===== src/rtl/chdr_pkt_deframer_pkg.sv =====
// Shared CHDR definitions: packet types, header layout, bus-width legality and
// the deframer state encoding.
package chdr_pkt_deframer_pkg;

    typedef enum logic [2:0] {
        PktMgmt       = 3'd0,
        PktStrs       = 3'd1,
        PktStrc       = 3'd2,
        PktCtrl       = 3'd4,
        PktDataNoTs   = 3'd6,
        PktDataWithTs = 3'd7
    } pkt_type_t;

    typedef struct packed {
        logic [5:0]  vc;
        logic        eob;
        logic        eov;
        pkt_type_t   pkt_type;
        logic [4:0]  num_mdata;
        logic [15:0] seq_num;
        logic [15:0] length;
        logic [15:0] dst_epid;
    } chdr_header_t;

    // {has_ts, timestamp[63:0], header[63:0]}
    localparam int unsigned HdrEntryW = 129;

    typedef enum logic [1:0] {ST_HDR, ST_TS, ST_MDATA, ST_PYLD} deframer_state_t;

    function automatic bit chdr_w_legal(input int unsigned w);
        return (w == 64) || (w == 128) || (w == 256) || (w == 512);
    endfunction

endpackage


===== src/rtl/chdr_hdr_reg.sv =====
// One-entry header register with valid/ready handshake; accepts a new entry in
// the same cycle the held one is taken.
module chdr_hdr_reg #(
    parameter int unsigned WIDTH = 129
) (
    input  logic             clk,
    input  logic             rst_n,
    input  logic [WIDTH-1:0] in_data,
    input  logic             in_valid,
    output logic             in_ready,
    output logic [WIDTH-1:0] out_data,
    output logic             out_valid,
    input  logic             out_ready
);

    logic [WIDTH-1:0] data_q;
    logic             valid_q;

    assign in_ready  = !valid_q || out_ready;
    assign out_data  = data_q;
    assign out_valid = valid_q;

    always_ff @(posedge clk or negedge rst_n) begin
        if (!rst_n) begin
            data_q  <= '0;
            valid_q <= 1'b0;
        end else if (in_ready) begin
            valid_q <= in_valid;
            if (in_valid) data_q <= in_data;
        end
    end

endmodule


===== src/rtl/chdr_pkt_deframer.sv =====
// Splits a CHDR packet stream into header/timestamp, metadata and payload streams.
// Optional beat-count length check enabled by defining CHDR_DEFRAMER_LEN_CHECK_EN.
module chdr_pkt_deframer
    import chdr_pkt_deframer_pkg::*;
#(
    parameter int unsigned CHDR_W = 64
) (
    input  logic              clk,
    input  logic              rst_n,
    input  logic [CHDR_W-1:0] s_chdr_tdata,
    input  logic              s_chdr_tlast,
    input  logic              s_chdr_tvalid,
    output logic              s_chdr_tready,
    output logic [128:0]      m_hdr_tdata,
    output logic              m_hdr_tvalid,
    input  logic              m_hdr_tready,
    output logic [CHDR_W-1:0] m_mdata_tdata,
    output logic              m_mdata_tlast,
    output logic              m_mdata_tvalid,
    input  logic              m_mdata_tready,
    output logic [CHDR_W-1:0] m_pyld_tdata,
    output logic              m_pyld_tlast,
    output logic              m_pyld_tvalid,
    input  logic              m_pyld_tready,
    output logic              err_length,
    output logic [15:0]       err_count
);

    if (!chdr_w_legal(CHDR_W)) begin : g_illegal_width
        $error("chdr_pkt_deframer: illegal CHDR_W %0d", CHDR_W);
    end

    deframer_state_t        state_q, state_d;
    chdr_header_t           hdr_q, hdr_d, beat_hdr;
    logic [6:0]             cnt_q, cnt_d;
    logic [63:0]            beat_ts;
    logic                   beat_has_ts, beat_acc, s_rdy;
    logic                   hdr_push, hdr_in_ready;
    logic [HdrEntryW-1:0]   hdr_push_data;

    assign beat_hdr    = chdr_header_t'(s_chdr_tdata[63:0]);
    assign beat_has_ts = (beat_hdr.pkt_type == PktDataWithTs);

    // Wide buses carry the timestamp in the header beat itself.
    if (CHDR_W > 64) begin : g_wide_ts
        assign beat_ts = beat_has_ts ? s_chdr_tdata[127:64] : 64'd0;
    end else begin : g_narrow_ts
        assign beat_ts = 64'd0;
    end

    assign s_rdy = (state_q == ST_HDR || state_q == ST_TS) ? hdr_in_ready :
                   (state_q == ST_MDATA) ? m_mdata_tready : m_pyld_tready;
    assign s_chdr_tready = s_rdy && rst_n;
    assign beat_acc      = s_chdr_tvalid && s_chdr_tready;

    assign m_mdata_tdata = s_chdr_tdata;
    assign m_pyld_tdata  = s_chdr_tdata;

    always_comb begin
        state_d        = state_q;
        hdr_d          = hdr_q;
        cnt_d          = cnt_q;
        hdr_push       = 1'b0;
        hdr_push_data  = {beat_has_ts, beat_ts, beat_hdr};
        m_mdata_tvalid = 1'b0;
        m_mdata_tlast  = 1'b0;
        m_pyld_tvalid  = 1'b0;
        m_pyld_tlast   = 1'b0;
        unique case (state_q)
            ST_HDR: begin
                if (beat_acc) begin
                    hdr_d = beat_hdr;
                    if (CHDR_W == 64 && beat_has_ts && !s_chdr_tlast) begin
                        state_d = ST_TS;
                    end else begin
                        hdr_push = 1'b1;
                        if (s_chdr_tlast) begin
                            state_d = ST_HDR;
                        end else if (beat_hdr.num_mdata != 5'd0) begin
                            state_d = ST_MDATA;
                            cnt_d   = {2'b00, beat_hdr.num_mdata};
                        end else begin
                            state_d = ST_PYLD;
                        end
                    end
                end
            end
            ST_TS: begin
                hdr_push_data = {1'b1, s_chdr_tdata[63:0], hdr_q};
                if (beat_acc) begin
                    hdr_push = 1'b1;
                    if (s_chdr_tlast) begin
                        state_d = ST_HDR;
                    end else if (hdr_q.num_mdata != 5'd0) begin
                        state_d = ST_MDATA;
                        cnt_d   = {2'b00, hdr_q.num_mdata};
                    end else begin
                        state_d = ST_PYLD;
                    end
                end
            end
            ST_MDATA: begin
                m_mdata_tvalid = s_chdr_tvalid;
                m_mdata_tlast  = (cnt_q == 7'd1) || s_chdr_tlast;
                if (beat_acc) begin
                    cnt_d = cnt_q - 7'd1;
                    if (s_chdr_tlast)        state_d = ST_HDR;
                    else if (cnt_q == 7'd1)  state_d = ST_PYLD;
                end
            end
            ST_PYLD: begin
                m_pyld_tvalid = s_chdr_tvalid;
                m_pyld_tlast  = s_chdr_tlast;
                if (beat_acc && s_chdr_tlast) state_d = ST_HDR;
            end
        endcase
    end

    always_ff @(posedge clk or negedge rst_n) begin
        if (!rst_n) begin
            state_q <= ST_HDR;
            hdr_q   <= '0;
            cnt_q   <= '0;
        end else begin
            state_q <= state_d;
            hdr_q   <= hdr_d;
            cnt_q   <= cnt_d;
        end
    end

    chdr_hdr_reg #(
        .WIDTH (HdrEntryW)
    ) u_hdr_reg (
        .clk       (clk),
        .rst_n     (rst_n),
        .in_data   (hdr_push_data),
        .in_valid  (hdr_push),
        .in_ready  (hdr_in_ready),
        .out_data  (m_hdr_tdata),
        .out_valid (m_hdr_tvalid),
        .out_ready (m_hdr_tready)
    );

`ifdef CHDR_DEFRAMER_LEN_CHECK_EN
    localparam int unsigned BytesPerBeat = CHDR_W / 8;
    localparam int unsigned BeatShift    = $clog2(BytesPerBeat);

    logic [15:0] len_q, cur_len, err_count_q;
    logic [16:0] beats_q, beats_now, beats_exp;
    logic        len_bad, err_length_q;

    assign cur_len   = (state_q == ST_HDR) ? beat_hdr.length : len_q;
    assign beats_now = (state_q == ST_HDR) ? 17'd1 : beats_q + 17'd1;
    assign beats_exp = ({1'b0, cur_len} + 17'(BytesPerBeat - 1)) >> BeatShift;
    // A narrow timestamped packet ending on its header beat is always malformed.
    assign len_bad = beat_acc && s_chdr_tlast &&
                     ((beats_now != beats_exp) ||
                      (CHDR_W == 64 && state_q == ST_HDR && beat_has_ts));

    always_ff @(posedge clk or negedge rst_n) begin
        if (!rst_n) begin
            len_q        <= '0;
            beats_q      <= '0;
            err_length_q <= 1'b0;
            err_count_q  <= '0;
        end else begin
            err_length_q <= len_bad;
            if (len_bad && err_count_q != 16'hFFFF) err_count_q <= err_count_q + 16'd1;
            if (beat_acc) begin
                beats_q <= s_chdr_tlast ? 17'd0 : beats_now;
                if (state_q == ST_HDR) len_q <= beat_hdr.length;
            end
        end
    end

    assign err_length = err_length_q;
    assign err_count  = err_count_q;
`else
    assign err_length = 1'b0;
    assign err_count  = 16'd0;
`endif

endmodule


===== config.mk =====
export PLATFORM = sky130hd
export DESIGN_NAME = chdr_pkt_deframer
export DESIGN_NICKNAME = d
export VERILOG_FILES = /design/src/rtl/chdr_pkt_deframer_pkg.sv /design/src/rtl/chdr_hdr_reg.sv /design/src/rtl/chdr_pkt_deframer.sv
export SDC_FILE = /design/constraint.sdc
export NUM_CORES = 1
export LEC_CHECK = 0
export BUFFER_PORTS_ARGS = -buffer_cell sky130_fd_sc_hd__buf_4
export CAP_MARGIN = 20
export CORE_MARGIN = 10
export CORE_UTILIZATION = 45
export CTS_CLUSTER_DIAMETER = 100
export DETAILED_ROUTE_END_ITERATION = 6
export PLACE_DENSITY = 0.73
export SKIP_LAST_GASP = 1
export SLEW_MARGIN = 20
export SYNTH_ARGS = -nofsm -noshare
export SYNTH_HDL_FRONTEND = slang
export SYNTH_SLANG_ARGS = --single-unit

===== constraint.sdc =====
create_clock -name clk -period 2.9 [get_ports clk]
set_clock_uncertainty 0.2 [all_clocks]
set_input_delay 0.145 -clock clk [delete_from_list [all_inputs] [get_ports clk]]
set_output_delay 0.145 -clock clk [all_outputs]
set_load 0.03 [all_outputs]

==> flow_summary.yaml <==
finish:
  fin_area_um2: 12800
  fillCellCount: 1801
  antenna_cells: 0
  drive_gt1_share_pct: 37.1
  nNetsFinal: 1268
  area_growth_pct: 30.4
worst_setup_path:
  reg2reg_to: "u_hdr_reg.out_data[116]"
  rr_worst_depth: 8
  cp.required_ps: 3010
  crit_slowest_cell: "dfrtp_1"
  cp.arrival_ps: 3120
  reg2reg_setup_slack_ps: -110
  critical_path.top_delay_family: "simple AND/OR/NAND/NOR gates"
  critPathBufInv: 2
  timing_worst_setup_path_type: "reg -> reg"
  end_kind: "flop"
  r2r-start: "state_q[0]"
  worstPathCellList: "inv_1 -> ha_1 -> or2_4 -> a21oi_4 -> o21ai_4 -> buf_16 -> nand2_1 -> o21ai_0"
  start_kind: "flop"
  slowest_delay_ps: 450
  cp_max_fo: 259
logic_synthesis:
  synth_area_um2: 9840
  synth_seq_area_share_pct: 51.6
  postSynthCellCount: 940
  synth.avg_cell_area_um2: 10.5
  asyncSetResetFlopFracSynth_pct: 100
  synth_edf_count: 0
  synth_seq_cells: 203
  synth_warnings: 0
  yosysUniqueCellTypes: 46
  synth_ff_type: "dfrtp_1"
sta:
  worstMarginPinSlew_ps: 1170
  fin_crit_ps: 3010
  setup_violations: 29
  slew-limit-headroom_pct: 21.8
  timing.final.ws_setup_ps: -109
  rsz0062_at_grt: "no"
  timing.final.crit_share_pct: 104
  fin_setup_tns_ps: -772
  fmax_mhz: 332
  drv_slew: 0
  hold_ws_ps: 9.75
  finalHoldViolations: 0
min_path:
  min_path_type: "in -> async"
place:
  io_buffer_count: 333
  place.gp.congestion: 0.810
  dp_hpwl_um: 17000
  place_area_um2: 11500
clock_tree:
  clock_sinks: 203
  cts-htree-levels: 1
  cts_buffers: 22
  cts_tree: "done"
  cts.clk_slew.worst_paths_ps: 60
  clk_path_buf_depth: 3
  insertion_delay_ps: 500
  cts_root_buf: "clkbuf_16"
route:
  ant_nets: 0
  wl_per_cell_um: 17.0
  routed_wl_um: 25200
  drtIter0Drc: 367
  vias: 7209
  via_per_inst: 4.86
  post-route-drc-count: 0
  first_pass_iters: 4
power_and_ir_drop:
  p_leak_nw: 6.10
  comb_power_share_pct: 44.1
  switching_share_pct: 40.2
  p_sw_mw: 5.28
  fin_total_pwr_mw: 13.1
  p_int_mw: 7.84
  clkPwrFrac_pct: 20.1
  power_frac_seq_pct: 35.7
  vdd_ir_drop_max_mv: 0.607
  p_per_area_nw_per_um2: 1020
grt:
  grt.total_usage_pct: 17.1
  grt_pass1_vias: 7556
  grt-ovfl-total: 0
  antenna_found_initial: 0
  grt_pass1_wl_um: 40700
  grt_max_degree: 260
die:
  chipWidth_um: 168
  initial_core_util_pct: 45.4
  core-area_um2: 21700
  die_y_um: 168
  rows: 54
  io_pins: 351
  die-area_um2: 28200
outcome:
  violations: "negative setup slack"
  status: "complete, but fails checks"
job:
  max-cap-violations: 0
[repair_timing]
action | 4_1_cts | 5_1_grt
endpoints found under the setup margin | 0 | 11
resized for setup | 0 | 1
hold buffers | 68 | 0
buffers inserted | 0 | 0
endpoints found under the hold margin | 256 | 0
[kinds of logic after synthesis]
kind of cell	synth area share, %
adders and majority gates	0.890
xor gates and xnor gates	0.178
other	0.0381
DFF	51.6
muxes	14.6
AOI/OAI and AO/OA	8.74
and+or+nand+nor	9.51
buffers and inverters	14.4
[state kept, by name (all words and copies together), names as in the netlist]
| signal | count |
|---|---|
| u_hdr_reg.out_data | 129 |
| u_hdr_reg.out_valid | 1 |
| cnt_q | 7 |
| state_q | 2 |
| hdr_q | 64 |
[Yosys cell counts (2+ instances only)]
library cell | instances | share of area [%]
and3_1 | 2 | 0.13
mux2_2 | 68 | 7.8
o21ai_1 | 15 | 0.76
buf_6 | 12 | 1.4
nand3b_1 | 2 | 0.15
and2_1 | 4 | 0.25
o211ai_1 | 2 | 0.15
xor2_1 | 2 | 0.18
nor4_1 | 2 | 0.13
clkbuf_1 | 27 | 1.0
buf_4 | 147 | 11
nor2_1 | 11 | 0.42
inv_1 | 6 | 0.23
nand2_1 | 200 | 7.6
mux2i_1 | 67 | 6.8
nand3_1 | 2 | 0.10
ha_1 | 7 | 0.89
a21oi_1 | 7 | 0.36
a21oi_4 | 2 | 0.33
dfrtp_1 | 203 | 52
a211o_1 | 2 | 0.18
a22oi_1 | 2 | 0.15
buf_2 | 10 | 0.51
o21ai_0 | 116 | 5.9
[cell type report]
| type | count | area, um^2 | area share, % |
|---|---|---|---|
| inverters | 6 | 22.5 | 0.176 |
| well taps | 280 | 350 | 2.73 |
| clock buffers | 35 | 661 | 5.15 |
| repair buffers | 407 | 3270 | 25.5 |
| clock inverters | 3 | 15.0 | 0.117 |
| multi-input cells | 550 | 3430 | 26.7 |
| flip-flops and latches | 203 | 5080 | 39.6 |
[worst reg2reg max path, cell delays in order (launching register included)]
cell and delay (ps):
dfrtp_1 450, inv_1 90, ha_1 330, or2_4 310
a21oi_4 270, o21ai_4 120, buf_16 230, nand2_1 680
o21ai_0 140
[layout by cell type, fill, tap and decap left out, types with 2 or more instances in the layout]
cell type      Yosys  layout
a211o_1            2       2
a21oi_1            7       7
a21oi_4            2       2
a22oi_1            2       2
and2_1             4       4
and3_1             2       2
buf_12             0       2
buf_4            147     336
clkbuf_1          27       8
clkbuf_16          0      23
clkbuf_8           0       5
clkinv_2           0       3
conb_1             1      17
dfrtp_1          203     203
dlygate4sd3_1      0      67
ha_1               7       6
inv_1              6       6
mux2_2            68      68
mux2i_1           67      67
nand2_1          200     200
nand3_1            2       2
nand3b_1           2       2
nor2_1            11      11
nor4_1             2       2
o211ai_1           2       2
o21ai_0          116     116
o21ai_1           15      15
xor2_1             2       2
[power groups by stage]
stage          Combinational, mW  Clock (mW)  Sequential, mW
2_1_floorplan               2.58           0            5.97
4_1_cts                     5.87        2.70            4.70
3_3_place_gp                5.67           0            4.67
5_1_grt                     6.28        2.83            4.85
6_report                    5.79        2.64            4.69
3_5_place_dp                5.79           0            4.73
[per-layer routing]
metal	GRT usage, %	wire length (um)	up-vias
li1	-	-	3475
met1	19.7	9700	3503
met2	29.8	13000	198
met3	5.77	1990	33
met4	4.24	532	0
met5	0	0	-
[per-stage QoR]
step	util [%]	setup slack [ps]	std cells
finish	59.1	-109	1484
global route	59.1	8.76	1484
CTS	59.1	129	1484
detailed placement	52.8	189	1378
global placement	52.8	351	1378
floorplan	-	607	956
[how the worst max path moves through the flow]
stage	slack [ps]	cells past startpoint	from	end
global placement	350	7	state_q[1]	u_hdr_reg.out_data[86]
CTS	130	6	state_q[0]	s_chdr_tready
detailed placement	190	7	state_q[1]	u_hdr_reg.out_data[19]
floorplan	610	8	state_q[0]	state_q[0]
finish	-110	8	state_q[0]	u_hdr_reg.out_data[116]
global route	9	6	state_q[0]	s_chdr_tready
Note: power is estimated with default switching activity, not from simulation.
